**src/rtl/cook_timer_ctrl_pkg.sv**
```systemverilog
// Shared types and constants for the microwave cook-cycle sequencer.
// Time is held as four BCD digits, packed as {m1, m0, s1, s0}.
package microwave_pkg;

    typedef enum logic [2:0] {
        ST_IDLE  = 3'd0,
        ST_SET   = 3'd1,
        ST_COOK  = 3'd2,
        ST_PAUSE = 3'd3,
        ST_DONE  = 3'd4
    } state_t;

    typedef logic [3:0] bcd_digit_t;
    // Index 3 = minute tens, 2 = minute units, 1 = second tens, 0 = second units.
    typedef bcd_digit_t [3:0] mmss_t;

    localparam bcd_digit_t MAX_SEC_TENS = 4'd5;
    localparam bcd_digit_t DIGIT_MAX    = 4'd9;
    localparam mmss_t      MMSS_ZERO    = '0;

    // Clamp the minutes field to max_min (expected to be 0..99).
    function automatic mmss_t saturate_minutes(input mmss_t t, input int unsigned max_min);
        mmss_t       r;
        int unsigned minutes;
        r       = t;
        minutes = 32'(t[3]) * 32'd10 + 32'(t[2]);
        if (minutes > max_min) begin
            r[3] = 4'(max_min / 10);
            r[2] = 4'(max_min % 10);
        end
        return r;
    endfunction

endpackage

```
**src/rtl/cook_timer_ctrl_if.sv**
```systemverilog
// Keypad/door/tick inputs and display/magnetron outputs of the cook timer.
// slave = the controller, master = whoever drives the keypad side.
interface cook_timer_ctrl_if;
    import microwave_pkg::*;

    logic       tick_in;
    logic       key_valid;
    bcd_digit_t key_digit;
    logic       start;
    logic       stop_clear;
    logic       door_closed;
    logic       div_en;
    logic       div_clear;
    logic       mag_on;
    logic [7:0] min_bcd;
    logic [7:0] sec_bcd;
    logic       done;
    logic [2:0] state;

    modport slave (
        input  tick_in, key_valid, key_digit, start, stop_clear, door_closed,
        output div_en, div_clear, mag_on, min_bcd, sec_bcd, done, state
    );

    modport master (
        output tick_in, key_valid, key_digit, start, stop_clear, door_closed,
        input  div_en, div_clear, mag_on, min_bcd, sec_bcd, done, state
    );

endinterface

```
**src/rtl/cook_timer_ctrl_bcd_mmss_dec.sv**
```systemverilog
// Combinational one-second decrement of an MM:SS BCD value.
// Second tens wrap to 5, every other digit wraps to 9; o_is_zero flags a 00:00 result.
module bcd_mmss_dec
    import microwave_pkg::*;
(
    input  mmss_t i_time,
    output mmss_t o_time,
    output logic  o_is_zero
);

    logic [3:0] w_borrow;

    assign w_borrow[0] = 1'b1;

    generate
        for (genvar gi = 0; gi < 4; gi++) begin : g_digit
            localparam bcd_digit_t WRAP = (gi == 1) ? MAX_SEC_TENS : DIGIT_MAX;
            logic w_digit_zero;

            assign w_digit_zero = (i_time[gi] == 4'd0);
            assign o_time[gi]   = !w_borrow[gi] ? i_time[gi]
                                : (w_digit_zero ? WRAP : i_time[gi] - 4'd1);

            if (gi < 3) begin : g_chain
                assign w_borrow[gi+1] = w_borrow[gi] & w_digit_zero;
            end
        end
    endgenerate

    assign o_is_zero = (o_time == MMSS_ZERO);

endmodule

```
**src/rtl/cook_timer_ctrl.sv**
```systemverilog
// Microwave cook-cycle sequencer: keypad time entry, BCD countdown on the
// once-per-second tick, divider control, magnetron gating and completion flag.
module cook_timer_ctrl
    import microwave_pkg::*;
#(
    parameter int unsigned MAX_MIN   = 99,
    parameter int unsigned DONE_HOLD = 0
) (
    input  logic             clk,
    input  logic             rst_n,
    cook_timer_ctrl_if.slave bus
);

    localparam int HOLD_W = (DONE_HOLD > 0) ? $clog2(DONE_HOLD + 1) : 1;

    state_t              r_state, w_state_next;
    mmss_t               r_time, w_time_next;
    logic [HOLD_W-1:0]   r_hold_cnt, w_hold_cnt_next;
    logic                r_div_en, r_div_clear, r_mag_on, r_done;
    logic                w_div_en_next, w_div_clear_next, w_mag_on_next, w_done_next;

    mmss_t               w_dec_time;
    logic                w_dec_zero;
    mmss_t               w_shifted;
    logic                w_key_ok;
    logic                w_start_ok;

    bcd_mmss_dec u_dec (
        .i_time    (r_time),
        .o_time    (w_dec_time),
        .o_is_zero (w_dec_zero)
    );

    assign w_key_ok   = bus.key_valid && (bus.key_digit <= DIGIT_MAX);
    assign w_start_ok = bus.start && bus.door_closed;
    assign w_shifted  = saturate_minutes({r_time[2], r_time[1], r_time[0], bus.key_digit},
                                         MAX_MIN);

    // Each branch tests events in priority order: stop_clear, door open, start, tick, key.
    always_comb begin
        w_state_next    = r_state;
        w_time_next     = r_time;
        w_hold_cnt_next = r_hold_cnt;

        case (r_state)
            ST_IDLE, ST_SET: begin
                if (bus.stop_clear) begin
                    w_state_next = ST_IDLE;
                    w_time_next  = MMSS_ZERO;
                end else if (r_state == ST_SET && w_start_ok) begin
                    w_state_next = ST_COOK;
                end else if (w_key_ok) begin
                    w_time_next  = w_shifted;
                    w_state_next = (w_shifted != MMSS_ZERO) ? ST_SET : ST_IDLE;
                end
            end
            ST_COOK: begin
                if (bus.stop_clear || !bus.door_closed) begin
                    w_state_next = ST_PAUSE;
                end else if (bus.tick_in) begin
                    w_time_next = w_dec_time;
                    if (w_dec_zero) begin
                        w_state_next = ST_DONE;
                    end
                end
            end
            ST_PAUSE: begin
                if (bus.stop_clear) begin
                    w_state_next = ST_IDLE;
                    w_time_next  = MMSS_ZERO;
                end else if (w_start_ok) begin
                    w_state_next = ST_COOK;
                end
            end
            ST_DONE: begin
                if (bus.stop_clear || !bus.door_closed) begin
                    w_state_next = ST_IDLE;
                end else if ((DONE_HOLD > 0) && bus.tick_in) begin
                    if (r_hold_cnt == HOLD_W'(DONE_HOLD - 1)) begin
                        w_state_next = ST_IDLE;
                    end else begin
                        w_hold_cnt_next = r_hold_cnt + 1'b1;
                    end
                end
            end
            default: begin
                w_state_next = ST_IDLE;
                w_time_next  = MMSS_ZERO;
            end
        endcase

        if (w_state_next != ST_DONE) begin
            w_hold_cnt_next = '0;
        end
    end

    // Magnetron and divider run only once COOK is established, so the entry cycle
    // carries just the divider clear and any exit drops them on the same edge.
    assign w_mag_on_next    = (r_state == ST_COOK) && (w_state_next == ST_COOK);
    assign w_div_en_next    = w_mag_on_next;
    assign w_div_clear_next = (r_state != ST_COOK) && (w_state_next == ST_COOK);
    assign w_done_next      = (w_state_next == ST_DONE);

    always_ff @(posedge clk or negedge rst_n) begin
        if (!rst_n) begin
            r_state     <= ST_IDLE;
            r_time      <= MMSS_ZERO;
            r_hold_cnt  <= '0;
            r_div_en    <= 1'b0;
            r_div_clear <= 1'b0;
            r_mag_on    <= 1'b0;
            r_done      <= 1'b0;
        end else begin
            r_state     <= w_state_next;
            r_time      <= w_time_next;
            r_hold_cnt  <= w_hold_cnt_next;
            r_div_en    <= w_div_en_next;
            r_div_clear <= w_div_clear_next;
            r_mag_on    <= w_mag_on_next;
            r_done      <= w_done_next;
        end
    end

    assign bus.div_en    = r_div_en;
    assign bus.div_clear = r_div_clear;
    assign bus.mag_on    = r_mag_on;
    assign bus.done      = r_done;
    assign bus.state     = r_state;
    assign bus.min_bcd   = {r_time[3], r_time[2]};
    assign bus.sec_bcd   = {r_time[1], r_time[0]};

endmodule

```
**src/flat_wrapper.sv**
```systemverilog
// flat-port wrapper written by rule: the top's interface ports become plain ports
module cook_timer_ctrl_flat import microwave_pkg::*;
#(
    parameter int unsigned MAX_MIN   = 99,
    parameter int unsigned DONE_HOLD = 0
)
  (clk, rst_n, bus_tick_in, bus_key_valid, bus_key_digit, bus_start, bus_stop_clear, bus_door_closed, bus_div_en, bus_div_clear, bus_mag_on, bus_min_bcd, bus_sec_bcd, bus_done, bus_state);
  cook_timer_ctrl_if bus_i ();
  input  logic clk;
  input  logic rst_n;
  input wire logic [$bits(bus_i.tick_in)-1:0] bus_tick_in;
  input wire logic [$bits(bus_i.key_valid)-1:0] bus_key_valid;
  input wire logic [$bits(bus_i.key_digit)-1:0] bus_key_digit;
  input wire logic [$bits(bus_i.start)-1:0] bus_start;
  input wire logic [$bits(bus_i.stop_clear)-1:0] bus_stop_clear;
  input wire logic [$bits(bus_i.door_closed)-1:0] bus_door_closed;
  output wire logic [$bits(bus_i.div_en)-1:0] bus_div_en;
  output wire logic [$bits(bus_i.div_clear)-1:0] bus_div_clear;
  output wire logic [$bits(bus_i.mag_on)-1:0] bus_mag_on;
  output wire logic [$bits(bus_i.min_bcd)-1:0] bus_min_bcd;
  output wire logic [$bits(bus_i.sec_bcd)-1:0] bus_sec_bcd;
  output wire logic [$bits(bus_i.done)-1:0] bus_done;
  output wire logic [$bits(bus_i.state)-1:0] bus_state;
  assign bus_i.tick_in = bus_tick_in;
  assign bus_i.key_valid = bus_key_valid;
  assign bus_i.key_digit = bus_key_digit;
  assign bus_i.start = bus_start;
  assign bus_i.stop_clear = bus_stop_clear;
  assign bus_i.door_closed = bus_door_closed;
  assign bus_div_en = bus_i.div_en;
  assign bus_div_clear = bus_i.div_clear;
  assign bus_mag_on = bus_i.mag_on;
  assign bus_min_bcd = bus_i.min_bcd;
  assign bus_sec_bcd = bus_i.sec_bcd;
  assign bus_done = bus_i.done;
  assign bus_state = bus_i.state;
  cook_timer_ctrl #(.MAX_MIN(MAX_MIN), .DONE_HOLD(DONE_HOLD)) u_core (.clk(clk), .rst_n(rst_n), .bus(bus_i));
endmodule
```
**config.mk**
```make
export PLATFORM = sky130hd
export DESIGN_NAME = cook_timer_ctrl_flat
export DESIGN_NICKNAME = d
export VERILOG_FILES = /design/src/rtl/cook_timer_ctrl_pkg.sv /design/src/rtl/cook_timer_ctrl_if.sv /design/src/rtl/cook_timer_ctrl_bcd_mmss_dec.sv /design/src/rtl/cook_timer_ctrl.sv /design/src/flat_wrapper.sv
export SDC_FILE = /design/constraint.sdc
export NUM_CORES = 1
export LEC_CHECK = 0
export BUFFER_PORTS_ARGS = -buffer_cell sky130_fd_sc_hd__clkbuf_2
export CAP_MARGIN = 20
export CELL_PAD_IN_SITES_DETAIL_PLACEMENT = 0
export CELL_PAD_IN_SITES_GLOBAL_PLACEMENT = 1
export CORE_MARGIN = 2
export CORE_UTILIZATION = 41
export CTS_CLUSTER_SIZE = 30
export DETAILED_ROUTE_END_ITERATION = 6
export PLACE_DENSITY = 0.89
export SLEW_MARGIN = 5
export SYNTH_ARGS = -nofsm -noshare
export SYNTH_HDL_FRONTEND = slang
export SYNTH_SLANG_ARGS = --single-unit
```
**constraint.sdc**
```tcl
create_clock -name clk -period 3.98 [get_ports clk]
set_input_delay 0.199 -clock clk [delete_from_list [all_inputs] [get_ports clk]]
set_output_delay 0.199 -clock clk [all_outputs]
set_load 0.05 [all_outputs]
```
* After elaboration in Yosys (flattened, before gate mapping)
Index checks and enable logic that the tools add are counted.
** Operators by class
- $add $sub $neg :: 5
- $mul :: 1
- Equal/unequal tests :: 12
- Muxes and demuxes :: 26
- Reductions and logical operators :: 16
- $lt $le $gt $ge :: 2
- Bitwise operators :: 3
** Operators by type and width (count)
- 16-bit 2-to-1 mux :: 6
- 16-bit one-hot mux with 4 select lines :: 1
- 32-bit by 7-bit > comparator with 1-bit output, second input constant :: 1
- 4-bit 2-to-1 mux :: 7
- 3-bit 2-to-1 mux :: 9
- 16-bit zero test :: 1
- 4-bit zero test :: 4
- 16-bit nonzero test :: 1
- 4-bit by 1-bit subtractor with 4-bit output, second input constant :: 4
- 3-bit one-hot mux with 4 select lines :: 1
- 8-bit by 4-bit adder with 9-bit output :: 1
- 3-bit by 2-bit equality test with 1-bit output, second input constant :: 3
- 8-bit 2-to-1 mux :: 1
- 4-bit by 3-bit multiplier with 7-bit output, second input constant :: 1
- 3-bit equality test, second input constant :: 2
- 2-bit inequality test, second input constant :: 3
- 3-bit by 2-bit inequality test with 1-bit output, second input constant :: 2
- 6-bit AND reduction :: 1
- 1-bit logical AND :: 5
- 4-bit less-or-equal comparator, second input constant :: 1
- 3-bit by 1-bit equality test with 1-bit output, second input constant :: 1
- 3-bit zero test :: 1
- 3-bit inequality test, second input constant :: 1
- 1-bit bitwise AND :: 2
- other kinds (5) :: 5
** Word-level totals
- Register bits after elaboration :: 22
- Input port bits :: 11

* Depth between registers and ports, before layout
Gate-level depths: netlist (run 1).
- Depth in word-level cells :: 12
- Mapped depth :: 10
- Gate-level depth less buffers :: 10

* Hierarchy
From an unflattened synthesis (run 1), not the netlist that was laid out.
** Second synthesis, totals
- Cells, all modules :: 217
- Area, all modules :: 1858.0 um2
** Modules (own cells, without submodules)
- cook_timer_ctrl :: instances 1, cells an instance 162, area an instance 1519.0 um2
- bcd_mmss_dec :: instances 1, cells an instance 55, area an instance 339.1 um2

* Worst setup path before layout (run 1)
No wires, ideal clock.
- Path kind :: register to register
- Start :: reg u_core.r_time (netlist bit u_core.bus.min_bcd[1])
- End :: reg u_core.r_time (netlist bit u_core.bus.min_bcd[2])
- Setup slack :: 0.765 ns
- Cell stages (with the launch flop) :: 11
- Arrival time :: 3.089 ns
- Period minus slack after synthesis :: 3.215 ns
- Library setup time :: 0.126 ns
- Path buffers :: 0
- Cell sequence :: dfrtp_1 ha_1 ha_1 inv_1 fa_1 nand2b_1 nor4_1 a21oi_1 a311oi_4 nor2b_4 a221o_1
** Between the ends
- Cells in the longest elaborated chain, start to end :: 8
** Ends and longest elaborated chain
- start, declared :: line cook_timer_ctrl.sv:17 : mmss_t r_time, w_time_next;
- start signal, assigned :: line cook_timer_ctrl.sv:115 : r_time <= w_time_next;
- 4-bit by 3-bit multiplier with 7-bit output :: line cook_timer_ctrl_pkg.sv:26 : minutes = 32'(t[3]) * 32'd10 + 32'(t[2]);
- 8-bit by 4-bit adder with 9-bit output :: line cook_timer_ctrl_pkg.sv:26
- 32-bit by 7-bit > comparator with 1-bit output :: line cook_timer_ctrl_pkg.sv:27 : if (minutes > max_min) begin
- 8-bit 2-to-1 mux :: line cook_timer_ctrl_pkg.sv:27
- 16-bit 2-to-1 mux :: line cook_timer_ctrl.sv:52 : end else if (w_key_ok) begin
- 16-bit 2-to-1 mux :: line cook_timer_ctrl.sv:50 : end else if (r_state == ST_SET && w_start_ok) begin
- 16-bit 2-to-1 mux :: line cook_timer_ctrl.sv:47 : if (bus.stop_clear) begin
- 16-bit one-hot mux with 4 select lines * :: line cook_timer_ctrl.sv:45 : case (r_state)
Every way passes the cells marked *; elsewhere a longest branch is shown, timed or not. The select of a mux whose other input is x is not followed.
A chain may end at the register's enable or synchronous reset.

* Final worst setup path (run 1)
- Start :: reg u_core.r_time (netlist bit u_core.bus.min_bcd[3])
- End :: reg u_core.r_time (netlist bit u_core.bus.min_bcd[2])
Same word-level chain as after synthesis.

==> summary.txt, run 1 <==
Clocking
  – Cts hold-fix bufs: 1
  – Longest Clk Path Bufs: 2
  – CTS tree: built
  – CTS Buf Count: 3
  – CTS root buf: clkbuf_8
  – Setup Fix Bufs, Post-CTS: 0
  – Post_cts resized: 0
  – Clock transition at the registers of the reported paths: 80 ps
  – CTS sink cnt: 22
  – Clock Latency Late Sink: 260 ps
  – H-tree Lvls: 1

Route
  – Initial drt markers: 118
  – Pre-antenna DRT Iters: 4
  – Post-Route WL: 4228 um
  – Avg Vias per Cell: 5.842
  – Per-cell routed wire length: 14.84 um
  – Routed Antenna Nets: 0
  – Vias: 1665
  – # DRC: 0

Logic synthesis
  – Most area-consuming cells after synthesis: dfrtp_1 (32%), o21ai_0 (6.3%), a21oi_1 (5.2%)
  – Yosys warns: 0
  – Synth cell count leaders: dfrtp_1 (22), nand2_1 (22), o21ai_0 (22)
  – Synth Instances: 205
  – Seq/Total Area, Yosys: 31.72%
  – Top cell type's share of synthesized area: 31.72%
  – Syn avg cell area: 8.465 um^2
  – Unique masters post-synth: 55
  – Ys flop type: dfrtp_1
  – Post-synth top area cell: dfrtp_1
  – Asr flop ratio synth: 100.0%
  – Synth Register Bits: 22
  – Mapped Nets: 225
  – Syn Std Cell Area: 1735 um^2
  – Post-synth EDFFs: 0

Timing
  – Final Cycle Share: 80.56%
  – Min Tclk post-route: 3206 ps
  – Final-report max-slew violation count: 0
  – Worst Tran Pin Value: 742.1 ps
  – Final hold violation count: 0
  – Fmax: 311.9 MHz
  – Max-slew headroom: 50.31%
  – RSZ-0062 raised after global routing: no
  – Hold_ws: 241.1 ps
  – Final setup viols: 0
  – Setup Skew: 3.144 ps
  – Setup_tns: 0 ps

Cells and area
  – Final nets: 257
  – # fillers: 437
  – Syn-to-layout area delta: 13.48%
  – Number of antenna diodes: 0
  – Design area: 1969 um^2
  – Layout cells sized above 1: 21.70%

Pwr
  – PwrDens: 660.4 nW/um^2
  – Worst vdd ir: 0.4640 mV
  – Leakage: 0.0008714 uW

Place
  – Gpl congestion: 0.8500
  – Detail Placement HPWL: 3148 um
  – Buffers on Ports: 33
  – Dpl cell area: 1918 um^2

Setup path
  – Crit path max-delay cell type: dfrtp_1
  – Worst-path fanout max: 13
  – CP required: 4130 ps
  – Critical path class: reg2reg
  – Cell Chain, Critical Path: ha_1 -> ha_1 -> inv_1 -> fa_1 -> nand2b_1 -> nor4_1 -> a21oi_1 -> a311oi_4 -> nor2b_4 -> a221o_1
  – Max incr delay on CP: 570 ps
  – Arrival time worst endpoint: 3360 ps
  – Critical Path Sink Type: flop
  – Worst setup SP type: flop
  – Most used cell, CP: ha_1

Floorplanning
  – Die Width: 69.06 um
  – Row cnt: 23
  – Die H: 69.06 um
  – Core Region: 4029 um^2
  – Initial Utilization: 43.07%
  – IO Pins: 34
  – DIE AREA: 4769 um^2

Global route
  – Largest net degree at the start of global routing: 23
  – Initial antenna violation count: 0
  – Vias in the first global route: 1538
  – Grt ovf: 0
  – Global-route wire length before repair: 7445 um
  – Total GRT Usage: 18.74%

Status
  – Status: finished, final reports clean

Run
  – Max Cap Viol: 0

Worst hold path
  – Hold Path Class: in2reg
[cells by family after synthesis]
group           count (synthesis)  share of synthesized area [%]
xor+xnor                        4                          2.019
fa+ha+maj                       9                          7.354
flops                          22                          31.72
simple gates                   88                          28.26
compound gates                 68                          26.32
buf+inv                        14                          4.326
[registers in the layout (all words and copies together) (netlist names)]
register              count
u_core.bus.min_bcd        8
u_core.bus.sec_bcd        8
u_core.bus.state          3
u_core.bus.done           1
u_core.bus.div_en         1
u_core.bus.div_clear      1
[area by class of cell]
| cell class | count | area, um^2 | area share (%) |
|---|---|---|---|
| multi-input combinational | 169 | 1110 | 56.35 |
| sequential | 22 | 550.5 | 27.95 |
| timing repair buffer | 35 | 182.7 | 9.276 |
| tap | 50 | 62.56 | 3.177 |
| clock buffer | 3 | 41.29 | 2.097 |
| inverter | 6 | 22.52 | 1.144 |
[through the flow]
stage | cells | util [%] | power, uW | setup WS [ps]
2_1_floorplan | 205 | - | 1008 | 764.9
3_3_place_gp | 281 | 47.61 | 1166 | 835.7
3_5_place_dp | 281 | 47.61 | 1165 | 788.5
4_1_cts | 285 | 48.88 | 1305 | 765.3
5_1_grt | 285 | 48.88 | 1418 | 563.5
6_report | 285 | 48.88 | 1300 | 773.7
[cell usage in the layout (no fill, tap or decap), types with 2 or more instances in the layout]
master,instances
clkbuf_2,33
nand2_1,22
o21ai_0,22
dfrtp_1,22
nor2_1,20
a21oi_1,18
nor3_1,8
ha_1,7
inv_1,6
nor4_1,5
nand2b_1,4
nand3_1,4
nand4_1,3
xor2_1,3
o22ai_1,3
clkbuf_8,3
nor3b_1,2
nor2b_1,2
a32oi_1,2
and2_1,2
nand3b_1,2
or2_2,2
o221ai_1,2
a21o_1,2
a221o_2,2
o21a_1,2
o211ai_1,2
a22oi_1,2
fa_1,2
[metal layers]
layer  wire length [um]  vias up  global-route usage (%)  part of all wire, %
met2               1923       41                   29.06                   45
met3                176        4                   3.801                  4.2
met4                 21        0                   2.614                 0.50
met5                  0        -                       0                    0
li1                   -      824                       -                    -
met1               2106      796                   27.59                   50
[critical path, delay by kind of cell (launching register included)]
kind,cells,cell delay [ps]
buffers and inverters,1,70
adder cells (fa/ha/maj),3,1000
flip-flops,1,570
AND/OR/NAND/NOR,3,510
AO/OA/AOI/OAI,3,950
[report_power, final]
group,total [uW],internal [uW],leakage [uW],switching (uW)
clock,138,67.6,0.0000216,70.0
sequential,399,276,0.000299,123
combinational,764,236,0.000551,528
[path summary, 6_finish.rpt]
path,cells after the start,to,slack [ps],from
max in group asynchronous,2,u_core.bus.sec_bcd[6]$_DFFE_PN0P_,3140,rst_n
setup reg to reg,10,u_core.bus.min_bcd[2]$_DFFE_PN0P_,770,u_core.bus.min_bcd[3]$_DFFE_PN0P_
hold reg to reg,1,u_core.bus.min_bcd[4]$_DFFE_PN0P_,580,u_core.bus.min_bcd[4]$_DFFE_PN0P_
hold / removal,2,u_core.bus.div_clear$_DFF_PN0_,240,bus_start
min in group asynchronous,2,u_core.bus.div_clear$_DFF_PN0_,460,rst_n
setup / recovery,10,u_core.bus.min_bcd[2]$_DFFE_PN0P_,770,u_core.bus.min_bcd[3]$_DFFE_PN0P_
(Power assumes the default switching activity.)
==> inputs of run 2 (changes only) <==
- ABC_AREA: default -> 1
- CORE_UTILIZATION: 41 -> 40
- clock period: 3.98 -> 3.26 ns (I/O delays scaled with it)
==> run 2 against run 1 <==
  * Via count up 6.7%
  * Synthesized area up 5.1%
  * Clock skew up 3.2 ps
  * Non-clock buffer count up 1
==> summary.txt, run 2 <==
Logic synthesis
  – Ys flop type: dfrtp_1 (unchanged)
  – Synth cell count leaders: nand2_1 (74), inv_1 (35), nor2_1 (23) (was dfrtp_1 (22), nand2_1 (22), o21ai_0 (22))
  – Mapped Nets: 279 (was 225)
  – Most common cell in the netlist: nand2_1
  – Synth Register Bits: 22 (unchanged)
  – Unique masters post-synth: 39 (was 55)
  – Syn avg cell area: 7.043 um^2 (was 8.465 um^2)
  – Most area-consuming cells after synthesis: dfrtp_1 (30%), nand2_1 (15%), inv_1 (7.2%) (was dfrtp_1 (32%), o21ai_0 (6.3%), a21oi_1 (5.2%))
  – Post-synth EDFFs: 0 (unchanged)
  – Seq/Total Area, Yosys: 30.18% (was 31.72%)
  – Asr flop ratio synth: 100.0% (unchanged)
  – Syn Std Cell Area: 1824 um^2 (was 1735 um^2)
  – Top cell type's share of synthesized area: 30.18% (was 31.72%)
  – Synth Instances: 259 (was 205)
  – Post-synth top area cell: dfrtp_1 (unchanged)
  – Yosys warns: 0 (unchanged)

Global route
  – Initial antenna violation count: 0 (unchanged)
  – Vias in the first global route: 1677 (was 1538)
  – Total GRT Usage: 19.20% (was 18.74%)
  – Largest net degree at the start of global routing: 24 (was 23)
  – Global-route wire length before repair: 7907 um (was 7445 um)
  – Grt ovf: 0 (unchanged)

Clocking
  – CTS sink cnt: 22 (unchanged)
  – CTS Buf Count: 3 (unchanged)
  – Clock Latency Late Sink: 270 ps (was 260 ps)
  – Setup Fix Bufs, Post-CTS: 0 (unchanged)
  – Clock transition at the registers of the reported paths: 90 ps (was 80 ps)
  – H-tree Lvls: 1 (unchanged)
  – Longest Clk Path Bufs: 2 (unchanged)
  – CTS root buf: clkbuf_8 (unchanged)
  – CTS tree: built (unchanged)

Cells and area
  – # fillers: 451 (was 437)
  – Final Non-Filler Cells: 346 (was 285)
  – Commonest non-fill, non-tap cells in the layout: nand2_1 (74), inv_1 (35), clkbuf_2 (33) (was clkbuf_2 (33), nand2_1 (22), o21ai_0 (22), dfrtp_1 (22), nor2_1 (20))
  – FF/Latch Area: 550.5 um^2 (unchanged)
  – Layout cells sized above 1: 20.07% (was 21.70%)
  – Commonest non-fill, non-tap cell in the layout: nand2_1 (was clkbuf_2)
  – Final nets: 315 (was 257)
  – Final core occ: 48.40% (was 48.88%)
  – Number of antenna diodes: 0 (unchanged)
  – Syn-to-layout area delta: 16.32% (was 13.48%)
  – Multi-input logic area: 1106 um^2 (was 1110 um^2)

Timing
  – Fmax: 361.5 MHz (was 311.9 MHz)
  – Final setup viols: 0 (unchanged)
  – Setup_tns: 0 ps (unchanged)
  – Final Cycle Share: 84.86% (was 80.56%)
  – Max-slew headroom: 61.22% (was 50.31%)
  – RSZ-0062 raised after global routing: no (unchanged)
  – Final hold violation count: 0 (unchanged)
  – Setup Skew: 6.376 ps (was 3.144 ps)
  – Min Tclk post-route: 2766 ps (was 3206 ps)
  – Worst Tran Pin Value: 581.7 ps (was 742.1 ps)
  – Final-report max-slew violation count: 0 (unchanged)

Route
  – # DRC: 0 (unchanged)
  – Vias: 1777 (was 1665)
  – Avg Vias per Cell: 5.136 (was 5.842)
  – Pre-antenna DRT Iters: 4 (unchanged)
  – Initial drt markers: 62 (was 118)
  – Post-Route WL: 4408 um (was 4228 um)
  – Routed Antenna Nets: 0 (unchanged)
  – Per-cell routed wire length: 12.74 um (was 14.84 um)

Floorplanning
  – IO Pins: 34 (unchanged)
  – DIE AREA: 5117 um^2 (was 4769 um^2)
  – Initial Utilization: 41.61% (was 43.07%)
  – Core Region: 4384 um^2 (was 4029 um^2)
  – Die H: 71.53 um (was 69.06 um)
  – Die Width: 71.53 um (was 69.06 um)
  – Row cnt: 24 (was 23)

Setup path
  – Critical path class: reg2reg (unchanged)
  – Cell Chain, Critical Path: ha_1 -> ha_1 -> inv_1 -> fa_1 -> nor2_1 -> nand2_1 -> nor2_1 -> o221ai_1 -> nand2_1 -> nand4_1 -> a21boi_1 -> nand3_2 -> nor2_1 (was ha_1 -> ha_1 -> inv_1 -> fa_1 -> nand2b_1 -> nor4_1 -> a21oi_1 -> a311oi_4 -> nor2b_4 -> a221o_1)
  – Worst-path fanout max: 6 (was 13)
  – Crit path max-delay cell type: dfrtp_1 (unchanged)
  – Worst setup SP type: flop (unchanged)
  – Max incr delay on CP: 460 ps (was 570 ps)
  – CP required: 3470 ps (was 4130 ps)
  – Crit path buf inv count: 1 (unchanged)
  – Arrival time worst endpoint: 2980 ps (was 3360 ps)
  – Delay-heaviest family, CP: adder cells (unchanged)
  – Most used cell, CP: nor2_1 (was ha_1)
  – Critical Path Sink Type: flop (unchanged)

Place
  – Post-Place Cells: 341 (was 281)
  – Detail Placement HPWL: 3370 um (was 3148 um)
  – Gpl congestion: 0.8239 (was 0.8500)
  – Buffers on Ports: 33 (unchanged)

Pwr
  – PwrDens: 1090 nW/um^2 (was 660.4 nW/um^2)
  – Combinational power share: 66.3% (was 58.7%)
  – Sw frac: 57.98% (was 55.43%)
  – Leakage: 0.001129 uW (was 0.0008714 uW)
  – Clock Power Share: 11.6% (was 10.6%)
  – Reg power frac: 22.1% (was 30.7%)
  – Net Sw Power: 1341 uW (was 720.9 uW)
  – Int Pwr: 971.9 uW (was 579.6 uW)
  – Worst vdd ir: 0.4417 mV (was 0.4640 mV)

Worst hold path
  – Hold Path Class: in2reg (unchanged)

Run
  – Max Cap Viol: 0 (unchanged)

Status
  – Status: finished, final reports clean (unchanged)
[run 2: final timing paths]
path	start	end	slack, ps	depth (start not counted)
min reg2reg	u_core.bus.sec_bcd[4]$_DFFE_PN0P_	u_core.bus.sec_bcd[4]$_DFFE_PN0P_	580	2
max reg2reg	u_core.bus.min_bcd[1]$_DFFE_PN0P_	u_core.bus.div_clear$_DFF_PN0_	490	13
min in group asynchronous	rst_n	u_core.bus.done$_DFF_PN0_	410	2
min	bus_key_digit[0]	u_core.bus.sec_bcd[0]$_DFFE_PN0P_	200	5
max	u_core.bus.min_bcd[1]$_DFFE_PN0P_	u_core.bus.div_clear$_DFF_PN0_	490	13
max in group asynchronous	rst_n	u_core.bus.sec_bcd[2]$_DFFE_PN0P_	2460	2
[run 2: cell families (layout without fill, tap and decap cells)]
| family | after synthesis | after routing | synth area share (%) |
|---|---|---|---|
| AOI/OAI and AO/OA | 54 | 54 | 17.01 |
| DFF | 22 | 22 | 30.18 |
| adders and majority gates | 9 | 9 | 6.996 |
| and+or+nand+nor | 129 | 129 | 34.77 |
| buffers and inverters | 42 | 77 | 9.191 |
| xor gates and xnor gates | 3 | 3 | 1.852 |
[run 2: stage by stage]
stage	total power [uW]	setup WS, ps	hold WS [ps]	instance area (um^2)
floorplan	1728	474.7	-132.6	1824
global placement	2053	620.9	196.7	2041
detailed placement	2052	520.4	198.2	2041
CTS	2326	513.3	203.5	2122
global route	2520	139.1	259.6	2122
finish	2313	493.7	204.7	2122
[run 2: tightest hold or removal path, cell delays in order]
cell      delay, ps
clkbuf_2         90
nand2_1          40
o21ai_0          60
nand2_1          50
nand2_1          50
[run 2: area by class of cell]
cell class / instances / share of cell area [%]
inverters: 37 / 6.545
well taps: 52 / 3.066
repair buffers: 36 / 8.962
clock buffers: 3 / 1.946
multi-input cells: 195 / 52.12
flip-flops and latches: 22 / 25.94
clock inverters: 1 / 1.415
[run 2: repair_timing]
| item | in CTS | in global routing |
|---|---|---|
| resized for setup | 0 | 0 |
| hold buffers | 1 | 0 |
| hold endpoints to repair | 22 | 0 |
[run 2: per-layer routing]
metal	vias up	part of all wire (%)	track usage [%]
met3	6	3.5	1.688
met4	0	0.75	5.031
li1	919	-	-
met5	-	0	0
met1	810	50	27.18
met2	42	46	31.69
[run 2: power groups by stage]
stage                     combinational (uW)  clock, uW  sequential, uW
after floorplan                          899          0             829
after global placement                  1540          0             516
after detailed placement                1540          0             517
after CTS                               1540        269             512
after global routing                    1710        278             532
final                                   1530        268             511
